[src/rtl/uart_ctrl.sv]
// Register-mapped sequencer for the uart core: TX/RX byte FIFOs, core handshakes, baud divisor.
// Optional interrupt output enabled by defining UART_CTRL_IRQ_EN.
module uart_ctrl #(
    parameter int          TX_DEPTH     = 4,
    parameter int          RX_DEPTH     = 4,
    parameter logic [11:0] BAUD_DEFAULT = 12'd104
) (
    input  logic        clk,
    input  logic        rst,
    input  logic [1:0]  reg_addr,
    input  logic        reg_wr,
    input  logic        reg_rd,
    input  logic [11:0] reg_wdata,
    output logic [11:0] reg_rdata,
    output logic        uart_start_tx,
    output logic [7:0]  uart_tx_value,
    input  logic        uart_tx_done,
    input  logic        uart_rx_available,
    input  logic [7:0]  uart_rx_value,
    output logic        uart_rx_clear,
    output logic [11:0] uart_counter_end
`ifdef UART_CTRL_IRQ_EN
    ,
    output logic        irq
`endif
);

    localparam int TX_AW = $clog2(TX_DEPTH);
    localparam int RX_AW = $clog2(RX_DEPTH);
    localparam logic [TX_AW:0] TX_FULL_CNT = (TX_AW+1)'(TX_DEPTH);
    localparam logic [RX_AW:0] RX_FULL_CNT = (RX_AW+1)'(RX_DEPTH);
    localparam logic [TX_AW-1:0] TX_PTR_ONE = TX_AW'(1);
    localparam logic [RX_AW-1:0] RX_PTR_ONE = RX_AW'(1);
    localparam logic [TX_AW:0] TX_CNT_ONE = (TX_AW+1)'(1);
    localparam logic [RX_AW:0] RX_CNT_ONE = (RX_AW+1)'(1);

    localparam logic [1:0] ADDR_DATA   = 2'd0;
    localparam logic [1:0] ADDR_STATUS = 2'd1;
    localparam logic [1:0] ADDR_BAUD   = 2'd2;
    localparam logic [1:0] ADDR_CTRL   = 2'd3;

    localparam logic [2:0] S_IDLE    = 3'd0;
    localparam logic [2:0] S_TX_WAIT = 3'd1;
    localparam logic [2:0] S_TX_REL  = 3'd2;
    localparam logic [2:0] S_RX_WAIT = 3'd3;
    localparam logic [2:0] S_RX_ACK  = 3'd4;

    logic [2:0]       state;
    logic             tx_pending;
    logic             ack_first;
    logic             tx_en;
    logic             rx_en;
    logic             overrun;
    logic             ie_rx;
    logic             ie_tx;
    logic [11:0]      baud;

    logic [7:0]       tx_mem [TX_DEPTH];
    logic [TX_AW-1:0] tx_wr_ptr, tx_rd_ptr;
    logic [TX_AW:0]   tx_cnt;
    logic [7:0]       rx_mem [RX_DEPTH];
    logic [RX_AW-1:0] rx_wr_ptr, rx_rd_ptr;
    logic [RX_AW:0]   rx_cnt;

    logic tx_full, tx_empty, rx_full, rx_empty, busy;
    logic data_wr, data_rd, ctrl_wr, baud_wr;
    logic tx_flush, rx_flush, clr_overrun;
    logic tx_push, tx_pop, rx_push, rx_push_ok, rx_pop, overrun_set;
    logic [11:0] rd_mux;

    assign tx_full  = (tx_cnt == TX_FULL_CNT);
    assign tx_empty = (tx_cnt == '0);
    assign rx_full  = (rx_cnt == RX_FULL_CNT);
    assign rx_empty = (rx_cnt == '0);
    assign busy     = (state != S_IDLE) | ~tx_empty;

    assign data_wr     = reg_wr & (reg_addr == ADDR_DATA);
    assign data_rd     = reg_rd & (reg_addr == ADDR_DATA);
    assign ctrl_wr     = reg_wr & (reg_addr == ADDR_CTRL);
    assign baud_wr     = reg_wr & (reg_addr == ADDR_BAUD) & ~busy;
    assign tx_flush    = ctrl_wr & reg_wdata[2];
    assign rx_flush    = ctrl_wr & reg_wdata[3];
    assign clr_overrun = ctrl_wr & reg_wdata[4];

    // A pending (preempted) byte always goes out before anything new is popped.
    assign tx_pop      = (state == S_IDLE) & ~uart_rx_available & ~tx_pending & tx_en
                         & ~tx_empty & ~tx_flush;
    assign tx_push     = data_wr & (~tx_full | tx_pop);
    assign rx_pop      = data_rd & ~rx_empty;
    assign rx_push     = (state == S_RX_ACK) & ack_first;
    assign rx_push_ok  = rx_push & (~rx_full | rx_pop);
    assign overrun_set = rx_push & rx_full & ~rx_pop;

    assign uart_rx_clear    = ((state == S_IDLE) & ~rx_en) | (state == S_RX_ACK);
    assign uart_counter_end = baud;

    always_ff @(posedge clk) begin
        if (tx_push)
            tx_mem[tx_wr_ptr] <= reg_wdata[7:0];
        if (rx_push_ok)
            rx_mem[rx_wr_ptr] <= uart_rx_value;
    end

    always_ff @(posedge clk or posedge rst) begin
        if (rst) begin
            tx_wr_ptr <= '0;
            tx_rd_ptr <= '0;
            tx_cnt    <= '0;
        end else if (tx_flush) begin
            tx_wr_ptr <= '0;
            tx_rd_ptr <= '0;
            tx_cnt    <= '0;
        end else begin
            if (tx_push)
                tx_wr_ptr <= tx_wr_ptr + TX_PTR_ONE;
            if (tx_pop)
                tx_rd_ptr <= tx_rd_ptr + TX_PTR_ONE;
            case ({tx_push, tx_pop})
                2'b10:   tx_cnt <= tx_cnt + TX_CNT_ONE;
                2'b01:   tx_cnt <= tx_cnt - TX_CNT_ONE;
                default: tx_cnt <= tx_cnt;
            endcase
        end
    end

    always_ff @(posedge clk or posedge rst) begin
        if (rst) begin
            rx_wr_ptr <= '0;
            rx_rd_ptr <= '0;
            rx_cnt    <= '0;
        end else if (rx_flush) begin
            rx_wr_ptr <= '0;
            rx_rd_ptr <= '0;
            rx_cnt    <= '0;
        end else begin
            if (rx_push_ok)
                rx_wr_ptr <= rx_wr_ptr + RX_PTR_ONE;
            if (rx_pop)
                rx_rd_ptr <= rx_rd_ptr + RX_PTR_ONE;
            case ({rx_push_ok, rx_pop})
                2'b10:   rx_cnt <= rx_cnt + RX_CNT_ONE;
                2'b01:   rx_cnt <= rx_cnt - RX_CNT_ONE;
                default: rx_cnt <= rx_cnt;
            endcase
        end
    end

    always_ff @(posedge clk or posedge rst) begin
        if (rst) begin
            tx_en   <= 1'b1;
            rx_en   <= 1'b1;
            overrun <= 1'b0;
            baud    <= BAUD_DEFAULT;
        end else begin
            if (ctrl_wr) begin
                tx_en <= reg_wdata[0];
                rx_en <= reg_wdata[1];
            end
            if (baud_wr)
                baud <= reg_wdata;
            if (overrun_set)
                overrun <= 1'b1;
            else if (clr_overrun)
                overrun <= 1'b0;
        end
    end

`ifdef UART_CTRL_IRQ_EN
    always_ff @(posedge clk or posedge rst) begin
        if (rst) begin
            ie_rx <= 1'b0;
            ie_tx <= 1'b0;
            irq   <= 1'b0;
        end else begin
            if (ctrl_wr) begin
                ie_rx <= reg_wdata[5];
                ie_tx <= reg_wdata[6];
            end
            irq <= (ie_rx & (~rx_empty | overrun)) | (ie_tx & tx_empty & (state == S_IDLE));
        end
    end
`else
    assign ie_rx = 1'b0;
    assign ie_tx = 1'b0;
`endif

    always_comb begin
        rd_mux = '0;
        case (reg_addr)
            ADDR_DATA:   if (!rx_empty) rd_mux = {4'h0, rx_mem[rx_rd_ptr]};
            ADDR_STATUS: rd_mux = {6'b0, busy, overrun, rx_full, ~rx_empty, tx_empty, tx_full};
            ADDR_BAUD:   rd_mux = baud;
            ADDR_CTRL:   rd_mux = {5'b0, ie_tx, ie_rx, 3'b0, rx_en, tx_en};
            default:     rd_mux = '0;
        endcase
    end

    always_ff @(posedge clk or posedge rst) begin
        if (rst)
            reg_rdata <= '0;
        else if (reg_rd)
            reg_rdata <= rd_mux;
    end

    // Core handshake sequencer; RX is always serviced ahead of TX.
    always_ff @(posedge clk or posedge rst) begin
        if (rst) begin
            state         <= S_IDLE;
            uart_start_tx <= 1'b0;
            uart_tx_value <= '0;
            tx_pending    <= 1'b0;
            ack_first     <= 1'b0;
        end else begin
            case (state)
                S_IDLE: begin
                    if (uart_rx_available) begin
                        state <= S_RX_WAIT;
                    end else if (tx_pending) begin
                        uart_start_tx <= 1'b1;
                        state         <= S_TX_WAIT;
                    end else if (tx_pop) begin
                        uart_tx_value <= tx_mem[tx_rd_ptr];
                        uart_start_tx <= 1'b1;
                        tx_pending    <= 1'b1;
                        state         <= S_TX_WAIT;
                    end
                end
                S_TX_WAIT: begin
                    if (uart_tx_done) begin
                        uart_start_tx <= 1'b0;
                        tx_pending    <= 1'b0;
                        state         <= S_TX_REL;
                    end else if (uart_rx_available) begin
                        uart_start_tx <= 1'b0;
                        state         <= S_RX_WAIT;
                    end
                end
                S_TX_REL: begin
                    if (!uart_tx_done)
                        state <= S_IDLE;
                end
                S_RX_WAIT: begin
                    ack_first <= 1'b1;
                    state     <= S_RX_ACK;
                end
                S_RX_ACK: begin
                    ack_first <= 1'b0;
                    if (!uart_rx_available)
                        state <= S_IDLE;
                end
                default: state <= S_IDLE;
            endcase
        end
    end

endmodule
[config.mk]
export PLATFORM = sky130hd
export DESIGN_NAME = uart_ctrl
export DESIGN_NICKNAME = d
export VERILOG_FILES = /design/src/rtl/uart_ctrl.sv
export SDC_FILE = /design/constraint.sdc
export NUM_CORES = 1
export LEC_CHECK = 0
export BUFFER_PORTS_ARGS = -buffer_cell sky130_fd_sc_hd__buf_4
export CORE_AREA = 2 2 124 102
export DETAILED_ROUTE_END_ITERATION = 7
export DIE_AREA = 0 0 126 104
export SETUP_SLACK_MARGIN = 0.1
export SYNTH_ARGS = -nofsm -noshare
export SYNTH_HDL_FRONTEND = slang
export SYNTH_SLANG_ARGS = --single-unit
[constraint.sdc]
create_clock -name clk -period 5.5 [get_ports clk]
set_input_delay 0.55 -clock clk [delete_from_list [all_inputs] [get_ports clk]]
set_output_delay 0.55 -clock clk [all_outputs]
set_load 0.03 [all_outputs]
# ---- Yosys cells after proc, flatten, opt, wreduce, memory -nomap -nowiden
# Memories as Yosys holds them, arrays and structs flattened. A register that Yosys moved wholly into a read port is not among the register bits.
# Cells that the tools add are included.
dict set report totals {
  inputBits 28
  mem_bits_rw 64
  n_memories 2
  reg_bits 47
}
# name depth word_bits rd rd_clocked_by_memory_dff write_ports line
set memory_table {}
lappend memory_table {rx_mem 4 8 1 0 1 61} ;# logic [7:0] rx_mem [RX_DEPTH];
lappend memory_table {tx_mem 4 8 1 1 1 58} ;# logic [7:0] tx_mem [TX_DEPTH];
dict set report classes {
  bitwise 34
  n_addsub 8
  n_eq_ne 20
  muxes 40
  n_reduce_logical 18
}
# cell n
set op_table {}
lappend op_table {{case mux 12 bit (4 select lines)} 1}
lappend op_table {{2-to-1 mux 3 bit} 9}
lappend op_table {{AND 1 bit} 20}
lappend op_table {{2-to-1 mux 2 bit} 8}
lappend op_table {{2-to-1 mux 1 bit} 15}
lappend op_table {{case mux 3 bit (5 select lines)} 1}
lappend op_table {{nonzero test 2 bit} 7}
lappend op_table {{case mux 3 bit (2 select lines)} 2}
lappend op_table {{AND reduction 4 bit} 3}
lappend op_table {{inverter 1 bit} 10}
lappend op_table {{equality test 3 bit, second input constant} 3}
lappend op_table {{zero test 3 bit} 3}
lappend op_table {{nonzero test 3 bit} 3}
lappend op_table {{adder 2 x 1 -> 2 bit, second input constant} 4}
lappend op_table {{equality test 2 bit, second input constant} 4}
lappend op_table {{2-to-1 mux 8 bit} 1}
lappend op_table {{!= test 2 bit, second input constant} 4}
lappend op_table {{adder 3 x 1 -> 3 bit, second input constant} 2}
lappend op_table {{equality test 2 x 1 -> 1 bit, second input constant} 3}
lappend op_table {{equality test 3 x 2 -> 1 bit, second input constant} 2}
lappend op_table {{!= test 3 bit, second input constant} 2}
lappend op_table {{case mux 1 bit (2 select lines)} 3}
lappend op_table {{subtractor 3 x 1 -> 3 bit, second input constant} 2}
lappend op_table {{!= test 4 bit, second input constant} 1}
lappend op_table {{4 further kinds} 7}

# ---- Depth between registers and ports, before layout
# Gate-level depths: netlist of the first run.
dict set report logic_depth {
  ltp_word 11
  depth_mapped 8
  mapped_depth_nobuf 8
}

# ---- Worst setup path after synthesis of the first run
# No wires, ideal clock.
dict set report synth_timing {
  kind {input to register}
  from {input reg_addr[1]}
  to {register tx_cnt[2]}
  setup_time_ns 0.082
  path_buffers 2
  t_arrival_ns 2.274
  required_ns 5.418
  path_slack_ns 3.145
  path_stages 8
  cell_sequence {buf_2 -> nor3b_1 -> clkbuf_1 -> nor2_1 -> fa_1 -> nor4_1 -> mux2i_1 -> a31oi_1}
}
dict set report synth_between {
  elab_chain_len 10
}
# item line
set synth_rtl {}
lappend synth_rtl {{start: declaration} 10} ;# input logic [1:0] reg_addr,
lappend synth_rtl {{equality test 2 bit} 79} ;# assign ctrl_wr = reg_wr & (reg_addr == ADDR_CTRL);
lappend synth_rtl {{AND 1 bit} 79}
lappend synth_rtl {{AND 1 bit} 81} ;# assign tx_flush = ctrl_wr & reg_wdata[2];
lappend synth_rtl {{inverter 1 bit} 87} ;# & ~tx_empty & ~tx_flush;
lappend synth_rtl {{AND 1 bit} 87}
lappend synth_rtl {{OR 1 bit} 88} ;# assign tx_push = data_wr & (~tx_full | tx_pop);
lappend synth_rtl {{AND 1 bit} 88}
lappend synth_rtl {{equality test 2 x 1 -> 1 bit or equality test 2 bit (tied branches)} 118} ;# case ({tx_push, tx_pop})
lappend synth_rtl {{case mux 3 bit (2 select lines)} 118}
lappend synth_rtl {{2-to-1 mux 3 bit} 109} ;# end else if (tx_flush) begin
lappend synth_rtl {{end signal: assignment} 119} ;# 2'b10: tx_cnt <= tx_cnt + TX_CNT_ONE;
lappend synth_rtl {{end signal: assignment} 120} ;# 2'b01: tx_cnt <= tx_cnt - TX_CNT_ONE;
lappend synth_rtl {{end signal: assignment} 121} ;# default: tx_cnt <= tx_cnt;
lappend synth_rtl {{end: declaration} 60} ;# logic [TX_AW:0] tx_cnt;
# Several ways; a longest one is shown, not always the timed one.
# A chain may end at the register's enable or synchronous reset.

# ---- Worst setup path after layout of the first run
dict set report layout_timing {
  from {register state[0]}
  to {register tx_cnt[1]}
}
dict set report layout_between {
  elab_chain_len 11
}
# item line
set layout_rtl {}
lappend layout_rtl {{start: declaration} 48} ;# logic [2:0] state;
lappend layout_rtl {{start signal: assignment} 208} ;# state <= S_IDLE;
lappend layout_rtl {{start signal: assignment} 217} ;# state <= S_RX_WAIT;
lappend layout_rtl {{start signal: assignment} 220} ;# state <= S_TX_WAIT;
lappend layout_rtl {{zero test 3 bit (*)} 86} ;# assign tx_pop = (state == S_IDLE) & ~uart_rx_available & ~tx_pending & tx_en
lappend layout_rtl {{AND 1 bit (*) (3 in series)} 86}
lappend layout_rtl {{AND 1 bit (*) (2 in series)} 87}
lappend layout_rtl {{OR 1 bit} 88}
lappend layout_rtl {{AND 1 bit} 88}
lappend layout_rtl {{equality test 2 x 1 -> 1 bit or equality test 2 bit (tied branches)} 118}
lappend layout_rtl {{case mux 3 bit (2 select lines)} 118}
lappend layout_rtl {{2-to-1 mux 3 bit} 109}
# Every way passes the cells marked *; elsewhere a longest branch is shown, timed or not.

==> impl_metrics.csv, run 1 <==
group,metric,value,unit
run_status,status,"finished, final reports clean",
place,gp_congestion,0.767,
cts,hold_buffers,0,
timing,fmax,400,MHz
cts,cts_tree,"yes",
timing,worstMarginPinSlew,0.955,ns
detailed_routing,dr.first_iter.drc_count,226,
timing,fin_tns_setup,0,ns
power_and_ir_drop,p_int,2.21,mW
detailed_routing,drc_errors,0,
synthesis,synth.net_count,405,
timing,fin_crit_sh,0.455,
synthesis,synth_cell_types,62,
detailed_routing,wl_per_cell,18.9,um
layout,final_cell_mix,"buf_4 (64), edfxtp_1 (64), dfrtp_1 (50)",
worst_setup_path,critical_path_arrival,2.77,ns
timing,fin_skew,0.00800,ns
cts,clkLatencyLatePin,0.41,ns
place,port_buffers,61,
job,maxCapViolCount,0,
power_and_ir_drop,pwr-share-seq,0.404,
timing,drv_slew,0,
worst_setup_path,worst-setup-path-type,"reg -> reg",
worst_setup_path,cp-end-kind,"flip-flop",
global_route,grt_max_degree,56,
global_route,grt_pass1_vias,3304,
global_route,grt_usage,0.181,
power_and_ir_drop,net-switching-power,1.19,mW
global_route,antenna_found_initial,0,
cts,cts_buffers,17,
detailed_routing,drtPass1Iterations,5,
worst_setup_path,critPathMaxFanout,15,
synthesis,synth_edf_count,64,
die,die_h,104,um
synthesis,syn_area_per_cell,14.3,um^2
die,initial_core_util,0.441,
power_and_ir_drop,power_density,533,nW/um^2
power_and_ir_drop,combPwrFrac,0.286,
cts,cts.sinks,119,
cts,cts_setup_buffers,0,
die,core,11900,um^2
synthesis,synth_seq_cells,119,
synthesis,netlist_area,5250,um^2
cts,cts_resized,0,
timing,setup_viol,0,
layout,layout.cells.non_filler,596,
layout,diodes,0,
place,dp_cells,564,
layout,layout-drive-gt1-share,0.342,
detailed_routing,vias,3321,
worst_hold_path,hp-class,"in -> async",
worst_setup_path,start_kind,"flip-flop",
die,fp-row-count,36,
timing,hold_viol,0,
cts,h-tree-depth,4,
die,io_pins,62,
worst_setup_path,critPathRequiredTime,5.76,ns
cts,clkTransAtPathRegs,0.06,ns
place,dp_hpwl,7860,um
layout,area_growth,21.9,%
layout,nets,469,
synthesis,async_flop_share,0.462,
power_and_ir_drop,swShare,0.350,
die,fp.dieW,126,um
synthesis,ys.flop_type,"edfxtp_1",
cts,clockRootBuffer,"clkbuf_16",
synthesis,ys_seq_area_frac,0.629,
global_route,grt-ovfl-total,0,
power_and_ir_drop,pwr-share-clk,0.310,
synthesis,yosys_warnings,0,
power_and_ir_drop,ir_drop,0.000276,V
timing,rsz0062_at_grt,"no",
timing,slew_headroom,0.360,
synthesis,synthCells,367,
detailed_routing,wl,11200,um
cts,cts_max_path_buffers,2,
global_route,grt_first_pass_wirelength,18200,um
timing,min_period,2.50,ns
detailed_routing,vias_per_cell,5.57,
power_and_ir_drop,totalPowerFinal,3.41,mW
die,dieArea,13100,um^2
power_and_ir_drop,leakagePower,2.48,nW
detailed_routing,ant_nets,0,
synth_stat cells (3+ instances only):
cell	instances	area share
edfxtp_1	64	0.37
dfrtp_1	50	0.24
mux2_2	24	0.051
nor2_1	24	0.017
inv_1	17	0.012
o21ai_0	17	0.016
mux4_2	16	0.069
nand3_1	14	0.013
a21oi_1	11	0.010
clkbuf_1	9	0.0064
and3_1	8	0.0095
ha_1	8	0.019
a31oi_1	7	0.0083
buf_2	6	0.0057
nand2_1	6	0.0043
dfstp_2	5	0.025
nand4_1	5	0.0060
nor3_1	5	0.0048
nor3b_1	5	0.0072
a211oi_1	4	0.0057
a221oi_1	3	0.0050
nor2b_1	3	0.0036
o31ai_1	3	0.0043
xor2_1	3	0.0050
power by group through the flow:
stage                     Combinational [mW]  Sequential, mW  Clock (mW)
final                                  0.974            1.38        1.06
after global routing                    1.06            1.41        1.12
after detailed placement               0.977            1.40           0
after floorplan                        0.601            1.43           0
after global placement                 0.968            1.39           0
after CTS                              0.982            1.38        1.07
through the flow:
step / setup slack, ns / hold slack (ns) / cell area (um^2) / util
finish: 3.00 / 0.347 / 6400 / 0.538
global route: 2.78 / 0.335 / 6400 / 0.538
CTS: 2.99 / 0.334 / 6400 / 0.538
detailed placement: 2.75 / 0.499 / 5830 / 0.490
global placement: 2.86 / 0.491 / 5830 / 0.490
floorplan: 3.14 / 0.475 / 5250 / -
metal layers:
metal,routed length [um],track usage,vias to the layer above
met1,5410,0.267,1648
met3,566,0.0453,13
met4,136,0.0589,0
met2,5130,0.263,114
met5,0,0,-
li1,-,-,1546
cells by family (layout without fill, tap and decap cells):
group / count (synthesis) / count (layout) / synth area share
AOI/OAI and AO/OA: 66 / 66 / 0.0834
muxes: 41 / 41 / 0.122
adders and majority gates: 10 / 10 / 0.0267
xor gates and xnor gates: 5 / 5 / 0.00834
and+or+nand+nor: 89 / 89 / 0.100
buffers and inverters: 37 / 114 / 0.0300
DFF: 119 / 119 / 0.629
registers in the layout, summed over array words and instances (netlist names), 2 cells and up:
| signal | count |
|---|---|
| rx_rd_ptr | 2 |
| rx_cnt | 3 |
| uart_tx_value | 8 |
| reg_rdata | 12 |
| tx_mem | 32 |
| tx_wr_ptr | 2 |
| tx_rd_ptr | 2 |
| rx_wr_ptr | 2 |
| rx_mem | 32 |
| state | 3 |
| uart_counter_end | 12 |
| tx_cnt | 3 |
critical path, stage by stage, from the launching register on:
cell and delay, ns:
dfrtp_1 0.53, or4b_4 0.64, nor2_4 0.16, nand3_4 0.18, nor2_1 0.16, fa_1 0.46
a21oi_1 0.16, a211oi_1 0.07
worst paths after layout:
| path | end | slack [ns] | from | cells past startpoint |
|---|---|---|---|---|
| worst max-delay path | tx_cnt[1]$_DFFE_PP0P_ | 3.00 | state[0]$_DFFE_PP0P_ | 7 |
| worst min-delay path | uart_tx_value[0]$_DFFE_PP0P_ | 0.35 | rst | 3 |
| worst max register to register | tx_cnt[1]$_DFFE_PP0P_ | 3.00 | state[0]$_DFFE_PP0P_ | 7 |
| worst min register to register | uart_tx_value[7]$_DFFE_PP0P_ | 0.51 | uart_tx_value[7]$_DFFE_PP0P_ | 1 |
| max in group asynchronous | rx_wr_ptr[1]$_DFFE_PP0P_ | 4.66 | rst | 3 |
| min in group clk | rx_mem[1][0]$_DFFE_PP_ | 0.35 | uart_rx_value[0] | 1 |
cell type report:
type / instances / area [um^2]
Multi-Input combinational cell: 211 / 1790
Sequential cell: 119 / 3300
Timing Repair Buffer: 64 / 480
Inverter: 18 / 67.6
Fill cell: 990 / 5490
Tap cell: 152 / 190
Clock buffer: 17 / 425
Clock inverter: 15 / 143
Note: power is estimated with default switching activity, not from simulation.
==> run 2: changes to the inputs <==
--- a/config.mk
+++ b/config.mk
@@ -5,10 +5,12 @@
 export SDC_FILE = /design/constraint.sdc
 export NUM_CORES = 1
 export LEC_CHECK = 0
+export ABC_AREA = 1
 export BUFFER_PORTS_ARGS = -buffer_cell sky130_fd_sc_hd__buf_4
 export CORE_AREA = 2 2 124 102
 export DETAILED_ROUTE_END_ITERATION = 7
 export DIE_AREA = 0 0 126 104
+export PLACE_DENSITY = 0.65
 export SETUP_SLACK_MARGIN = 0.1
 export SYNTH_ARGS = -nofsm -noshare
 export SYNTH_HDL_FRONTEND = slang
==> constraint.sdc (replaced) <==
create_clock -name clk -period 2.2 [get_ports clk]
set_input_delay 0.22 -clock clk [delete_from_list [all_inputs] [get_ports clk]]
set_output_delay 0.22 -clock clk [all_outputs]
set_load 0.03 [all_outputs]
==> impl_metrics.csv, run 2 <==
group,metric,value,unit
power_and_ir_drop,net-switching-power,3.15,mW
synthesis,synth_cell_types,36,
worst_setup_path,cp-end-kind,"flip-flop",
layout,final_cell_mix,"nand2_1 (96), buf_4 (76), nor2_1 (73)",
die,fp.dieW,126,um
worst_setup_path,critPathRequiredTime,2.54,ns
global_route,antenna_found_initial,0,
worst_setup_path,slowest_stage,"dfrtp_2",
worst_setup_path,crit_chain,"nor2_4 -> nand2_2 -> nand2_1 -> inv_1 -> nand3_4 -> inv_2 -> nand2_1 -> inv_1 -> fa_2 -> xor2_2 -> a31oi_1 -> nand3_1 -> nand2_1",
timing,min_period,2.03,ns
detailed_routing,drc_errors,0,
power_and_ir_drop,pwr-share-clk,0.314,
timing,drv_slew,0,
layout,area_growth,26.3,%
worst_setup_path,crit_top_cell,"nand2_1",
power_and_ir_drop,leakagePower,2.95,nW
job,maxCapViolCount,0,
layout,final_common_cell,"nand2_1",
cts,cts_tree,"yes",
synthesis,synth_seq_cells,119,
die,fp-row-count,36,
worst_setup_path,crit_family,"simple AND/OR/NAND/NOR gates",
power_and_ir_drop,pwr-share-seq,0.366,
timing,fin_crit_sh,0.925,
place,pre_cts_ws,0.123,ns
worst_setup_path,rr_startpoint,"tx_cnt[1]$_DFFE_PP0P_",
place,dpl_cell_area,5880,um^2
timing,rsz0062_at_grt,"yes",
synthesis,ys_seq_area_frac,0.635,
place,dp_hpwl,8150,um
die,initial_core_util,0.438,
detailed_routing,ant_nets,0,
synthesis,ys.flop_type,"edfxtp_1",
worst_setup_path,critPathMaxFanout,6,
cts,clkLatencyLatePin,0.41,ns
power_and_ir_drop,combPwrFrac,0.320,
timing,fin_skew,0.00740,ns
timing,hold_slack,0.0190,ns
timing,fin_tns_setup,0,ns
place,port_buffers,61,
layout,nets,631,
timing,fmax,491,MHz
die,die_h,104,um
layout,layout.cells.non_filler,758,
power_and_ir_drop,power_density,1330,nW/um^2
worst_setup_path,critPathLaunch,"tx_cnt[1]$_DFFE_PP0P_",
cts,cts_buffers,17,
worst_setup_path,worst-path-buf-inv,3,
layout,layout-drive-gt1-share,0.224,
detailed_routing,dr.first_iter.drc_count,161,
synthesis,async_flop_share,0.462,
die,dieArea,13100,um^2
worst_setup_path,slowest_delay,0.44,ns
synthesis,netlist_area,5200,um^2
detailed_routing,vias,3864,
run_status,status,"finished, final reports clean",
cts,h-tree-depth,4,
synthesis,yosys.area.top_type,"edfxtp_1",
layout,top_regs,"rx_mem x32, tx_mem x32",
die,io_pins,62,
detailed_routing,wl_per_cell,15.4,um
worst_hold_path,hp-start,"uart_rx_value[1]",
die,core,11900,um^2
synthesis,syn_area_per_cell,10.3,um^2
layout,postLayoutCellArea,6580,um^2
timing,setup_viol,0,
power_and_ir_drop,totalPowerFinal,8.78,mW
layout,diodes,0,
synthesis,yosys.area.top_type_share,0.369,
global_route,grt_usage,0.182,
detailed_routing,vias_per_cell,5.10,
synthesis,synth_edf_count,64,
global_route,grt_pass1_vias,3750,
cts,clkTransAtPathRegs,0.05,ns
timing,final.setup.worst_slack,0.165,ns
power_and_ir_drop,ir_drop,0.000715,V
timing,slew_headroom,0.619,
place,dp_cells,718,
layout,fin_util,0.553,
timing,hold_viol,0,
worst_setup_path,worst-setup-path-type,"reg -> reg",
global_route,grt_first_pass_wirelength,18600,um
synthesis,synth_common_cells,"nand2_1 (97), nor2_1 (74), edfxtp_1 (64)",
cts,cts_max_path_buffers,2,
synthesis,synth.net_count,545,
global_route,grt-ovfl-total,0,
worst_hold_path,hp-class,"in -> reg",
power_and_ir_drop,swShare,0.359,
timing,worstMarginPinSlew,0.572,ns
power_and_ir_drop,p_int,5.63,mW
cts,clockRootBuffer,"clkbuf_16",
cts,cts.sinks,119,
detailed_routing,wl,11700,um
global_route,grt_max_degree,36,
synthesis,synth.area.top_cells,"edfxtp_1 (37%), dfrtp_1 (24%), nand2_1 (7.0%)",
synthesis,yosys_warnings,0,
worst_setup_path,start_kind,"flip-flop",
synthesis,synthCells,507,
detailed_routing,drtPass1Iterations,5,
worst_setup_path,critical_path_arrival,2.38,ns
place,gp_congestion,0.793,
synthesis,yosysMostFrequentCell,"nand2_1",
## run 2: cell count changes after synthesis, sizes merged, moves of 7 or more
| cell | previous run | this run |
|---|---|---|
| o21ai | 18 | 52 |
| nand2 | 6 | 99 |
| and3 | 8 | 0 |
| nand3 | 15 | 26 |
| mux2 | 24 | 2 |
| o32ai | 1 | 8 |
| mux4 | 16 | 0 |
| inv | 17 | 59 |
| nor2 | 25 | 78 |
## run 2: worst reg2reg max path, cell delays in order, from the launching register on
cell	delay, ns
dfrtp_2	0.44
nor2_4	0.11
nand2_2	0.07
nand2_1	0.08
inv_1	0.09
nand3_4	0.11
inv_2	0.05
nand2_1	0.08
inv_1	0.06
fa_2	0.37
xor2_2	0.17
a31oi_1	0.19
nand3_1	0.09
nand2_1	0.07
## run 2: logic make-up (layout without fill, tap and decap cells)
logic type,after synthesis,count (layout),synth area share
mux,2,2,0.00433
fa+ha+maj,10,10,0.0269
compound gates,91,91,0.100
flops,119,119,0.635
simple gates,207,207,0.170
xor+xnor,2,2,0.00337
buf+inv,76,175,0.0606
## run 2: final timing paths
| path | endpoint | slack, ns | depth (start not counted) |
|---|---|---|---|
| max reg2reg | tx_cnt[2]$_DFFE_PP0P_ | 0.17 | 13 |
| min reg2reg | uart_tx_value[1]$_DFFE_PP0P_ | 0.48 | 2 |
| max in group asynchronous | uart_counter_end[6]$_DFFE_PP1P_ | 1.18 | 4 |
| min | rx_mem[2][1]$_DFFE_PP_ | 0.02 | 1 |
| max | tx_cnt[2]$_DFFE_PP0P_ | 0.17 | 13 |
| min in group asynchronous | state[0]$_DFFE_PP0P_ | 0.40 | 3 |
## run 2: repair_timing
item                                    4_1_cts  5_1_grt
buffers inserted                              0        2
endpoints found under the setup margin        0        2
endpoints found under the hold margin        34        0
gates resized for setup                       0        8
hold buffers                                  6        0
## run 2: area by class of cell
| type | count | area [um^2] |
|---|---|---|
| fill | 1047 | 5320 |
| sequential | 119 | 3310 |
| multi-input combinational | 312 | 1610 |
| timing repair buffer | 83 | 651 |
| clock buffer | 20 | 437 |
| inverter | 60 | 225 |
| tap | 152 | 190 |
| clock inverter | 12 | 154 |
## run 2: power groups by stage
stage	combinational, mW	sequential (mW)	clock, mW
after floorplan	1.46	3.58	0
after global placement	2.66	3.22	0
after detailed placement	2.72	3.24	0
after CTS	2.76	3.20	2.78
after global routing	3.12	3.27	2.89
final	2.81	3.21	2.75
## run 2: layer usage
metal  up-vias  part of all wire  global-route usage
met5         -                 0                   0
met4         0             0.012              0.0542
met3        15             0.061              0.0550
met2       102              0.47               0.288
met1      1880              0.46               0.245
li1       1867                 -                   -
==> run 3: changes to the inputs <==
--- a/config.mk
+++ b/config.mk
@@ -7,9 +7,9 @@
 export LEC_CHECK = 0
 export ABC_AREA = 1
 export BUFFER_PORTS_ARGS = -buffer_cell sky130_fd_sc_hd__buf_4
-export CORE_AREA = 2 2 124 102
+export CORE_AREA = 2 2 117 108
 export DETAILED_ROUTE_END_ITERATION = 7
-export DIE_AREA = 0 0 126 104
+export DIE_AREA = 0 0 119 110
 export PLACE_DENSITY = 0.65
 export SETUP_SLACK_MARGIN = 0.1
 export SYNTH_ARGS = -nofsm -noshare
==> impl_metrics.csv, run 3 (synthesized netlist as in run 2, its figures left out) <==
group,metric,value,unit
power_and_ir_drop,power_density,1360,nW/um^2
worst_setup_path,slowest_delay,0.42,ns
timing,setup_viol,0,
die,dieArea,13100,um^2
layout,layout.cells.non_filler,768,
worst_setup_path,critical_path_arrival,2.30,ns
layout,layout-drive-gt1-share,0.229,
worst_setup_path,worst-setup-path-type,"reg -> reg",
cts,cts_max_path_buffers,2,
place,pre_cts_ws,0.195,ns
place,gp_congestion,0.798,
global_route,grt_max_degree,33,
die,fp.dieW,119,um
timing,final.setup.worst_slack,0.242,ns
cts,cts_buffers,17,
detailed_routing,drtPass1Iterations,5,
worst_setup_path,slowest_stage,"dfrtp_2",
global_route,antenna_found_initial,0,
layout,top_regs,"rx_mem x32, tx_mem x32",
layout,nets,633,
detailed_routing,drc_errors,0,
power_and_ir_drop,leakagePower,3.00,nW
global_route,grt-ovfl-total,0,
worst_setup_path,cp-end-kind,"flip-flop",
timing,fin_tns_setup,0,ns
timing,rsz0062_at_grt,"no",
layout,diodes,0,
run_status,status,"finished, final reports clean",
cts,clockRootBuffer,"clkbuf_16",
power_and_ir_drop,ir_drop,0.000859,V
worst_setup_path,start_kind,"flip-flop",
worst_setup_path,critPathMaxFanout,4,
timing,min_period,1.96,ns
detailed_routing,vias,3823,
cts,clkTransAtPathRegs,0.05,ns
timing,fmax,511,MHz
layout,fillCellCount,973,
worst_setup_path,critPathRequiredTime,2.54,ns
die,io_pins,62,
die,core,11800,um^2
place,dp_hpwl,7910,um
detailed_routing,wl_per_cell,14.9,um
power_and_ir_drop,totalPowerFinal,9.04,mW
worst_setup_path,worst-path-buf-inv,3,
timing,slew_headroom,0.598,
place,dp_cells,726,
layout,final_cell_mix,"nand2_1 (96), buf_4 (77), nor2_1 (73)",
die,die_h,110,um
detailed_routing,ant_nets,0,
job,maxCapViolCount,0,
global_route,grt_usage,0.187,
cts,cts_tree,"yes",
place,port_buffers,61,
global_route,grt_first_pass_wirelength,18600,um
layout,final_common_cell,"nand2_1",
cts,h-tree-depth,4,
timing,fin_skew,0.00640,ns
die,fp-row-count,38,
layout,area_growth,28.2,%
worst_setup_path,crit_family,"simple AND/OR/NAND/NOR gates",
detailed_routing,dr.first_iter.drc_count,210,
timing,worstMarginPinSlew,0.603,ns
worst_setup_path,crit_top_cell,"nand2_1",
worst_hold_path,hp-class,"in -> reg",
global_route,grt_pass1_vias,3752,
detailed_routing,vias_per_cell,4.98,
detailed_routing,wl,11500,um
timing,hold_viol,0,
timing,fin_crit_sh,0.890,
die,initial_core_util,0.440,
timing,drv_slew,0,
worst_setup_path,reg2reg_slack,0.24,ns
cts,cts.sinks,119,
worst_setup_path,crit_chain,"nor2_2 -> nand2_2 -> nand2_1 -> inv_1 -> nand3_2 -> inv_2 -> nand2_1 -> inv_1 -> fa_2 -> xor2_2 -> a31oi_1 -> nand3_1 -> nand2_1",
cts,clkLatencyLatePin,0.41,ns
-- run 3: repair_timing --
item / 4_1_cts / 5_1_grt
gates resized for setup: 0 / 5
setup buffers: 0 / 3
endpoints found under the hold margin: 41 / 1
hold buffers: 6 / 1
setup endpoints to repair: 0 / 2
-- run 3: worst paths after layout --
path	depth (start not counted)	end	start
max in group asynchronous	4	uart_counter_end[6]$_DFFE_PP1P_	rst
setup reg to reg	13	tx_cnt[2]$_DFFE_PP0P_	tx_cnt[0]$_DFFE_PP0P_
setup / recovery	13	tx_cnt[2]$_DFFE_PP0P_	tx_cnt[0]$_DFFE_PP0P_
min in group asynchronous	3	state[1]$_DFFE_PP0P_	rst
hold / removal	1	rx_mem[0][4]$_DFFE_PP_	uart_rx_value[4]
hold reg to reg	2	uart_tx_value[6]$_DFFE_PP0P_	uart_tx_value[6]$_DFFE_PP0P_
-- run 3: layout make-up --
| cell class | instances | area [um^2] | share of cell area |
|---|---|---|---|
| clock buffer | 21 | 514 | 0.0771 |
| clock inverter | 11 | 158 | 0.0236 |
| inverter | 60 | 225 | 0.0338 |
| multi-input combinational | 312 | 1600 | 0.240 |
| sequential | 119 | 3310 | 0.495 |
| tap | 160 | 200 | 0.0300 |
| timing repair buffer | 85 | 668 | 0.100 |
-- run 3: power by group --
part           leakage [nW]  internal (mW)  switching [mW]
Clock                 0.327           2.03            1.01
Sequential             1.26           2.83           0.384
Combinational          1.42           1.02            1.77
-- run 3: stage by stage --
step | cell area (um^2) | utilization | hold slack [ns]
6_report | 6670 | 0.564 | 0.0173
5_1_grt | 6670 | 0.564 | 0.00280
4_1_cts | 6620 | 0.559 | 0.000269
3_5_place_dp | 5890 | 0.498 | 0.323
3_3_place_gp | 5890 | 0.498 | 0.312
2_1_floorplan | 5200 | - | 0.319
-- run 3: metal layers --
layer  global-route usage  up-vias  wire length, um
met1                0.232     1833             4990
met4               0.0782        0              188
li1                     -     1871                -
met3               0.0586       15              659
met5                    0        -                0
met2                0.308      104             5630
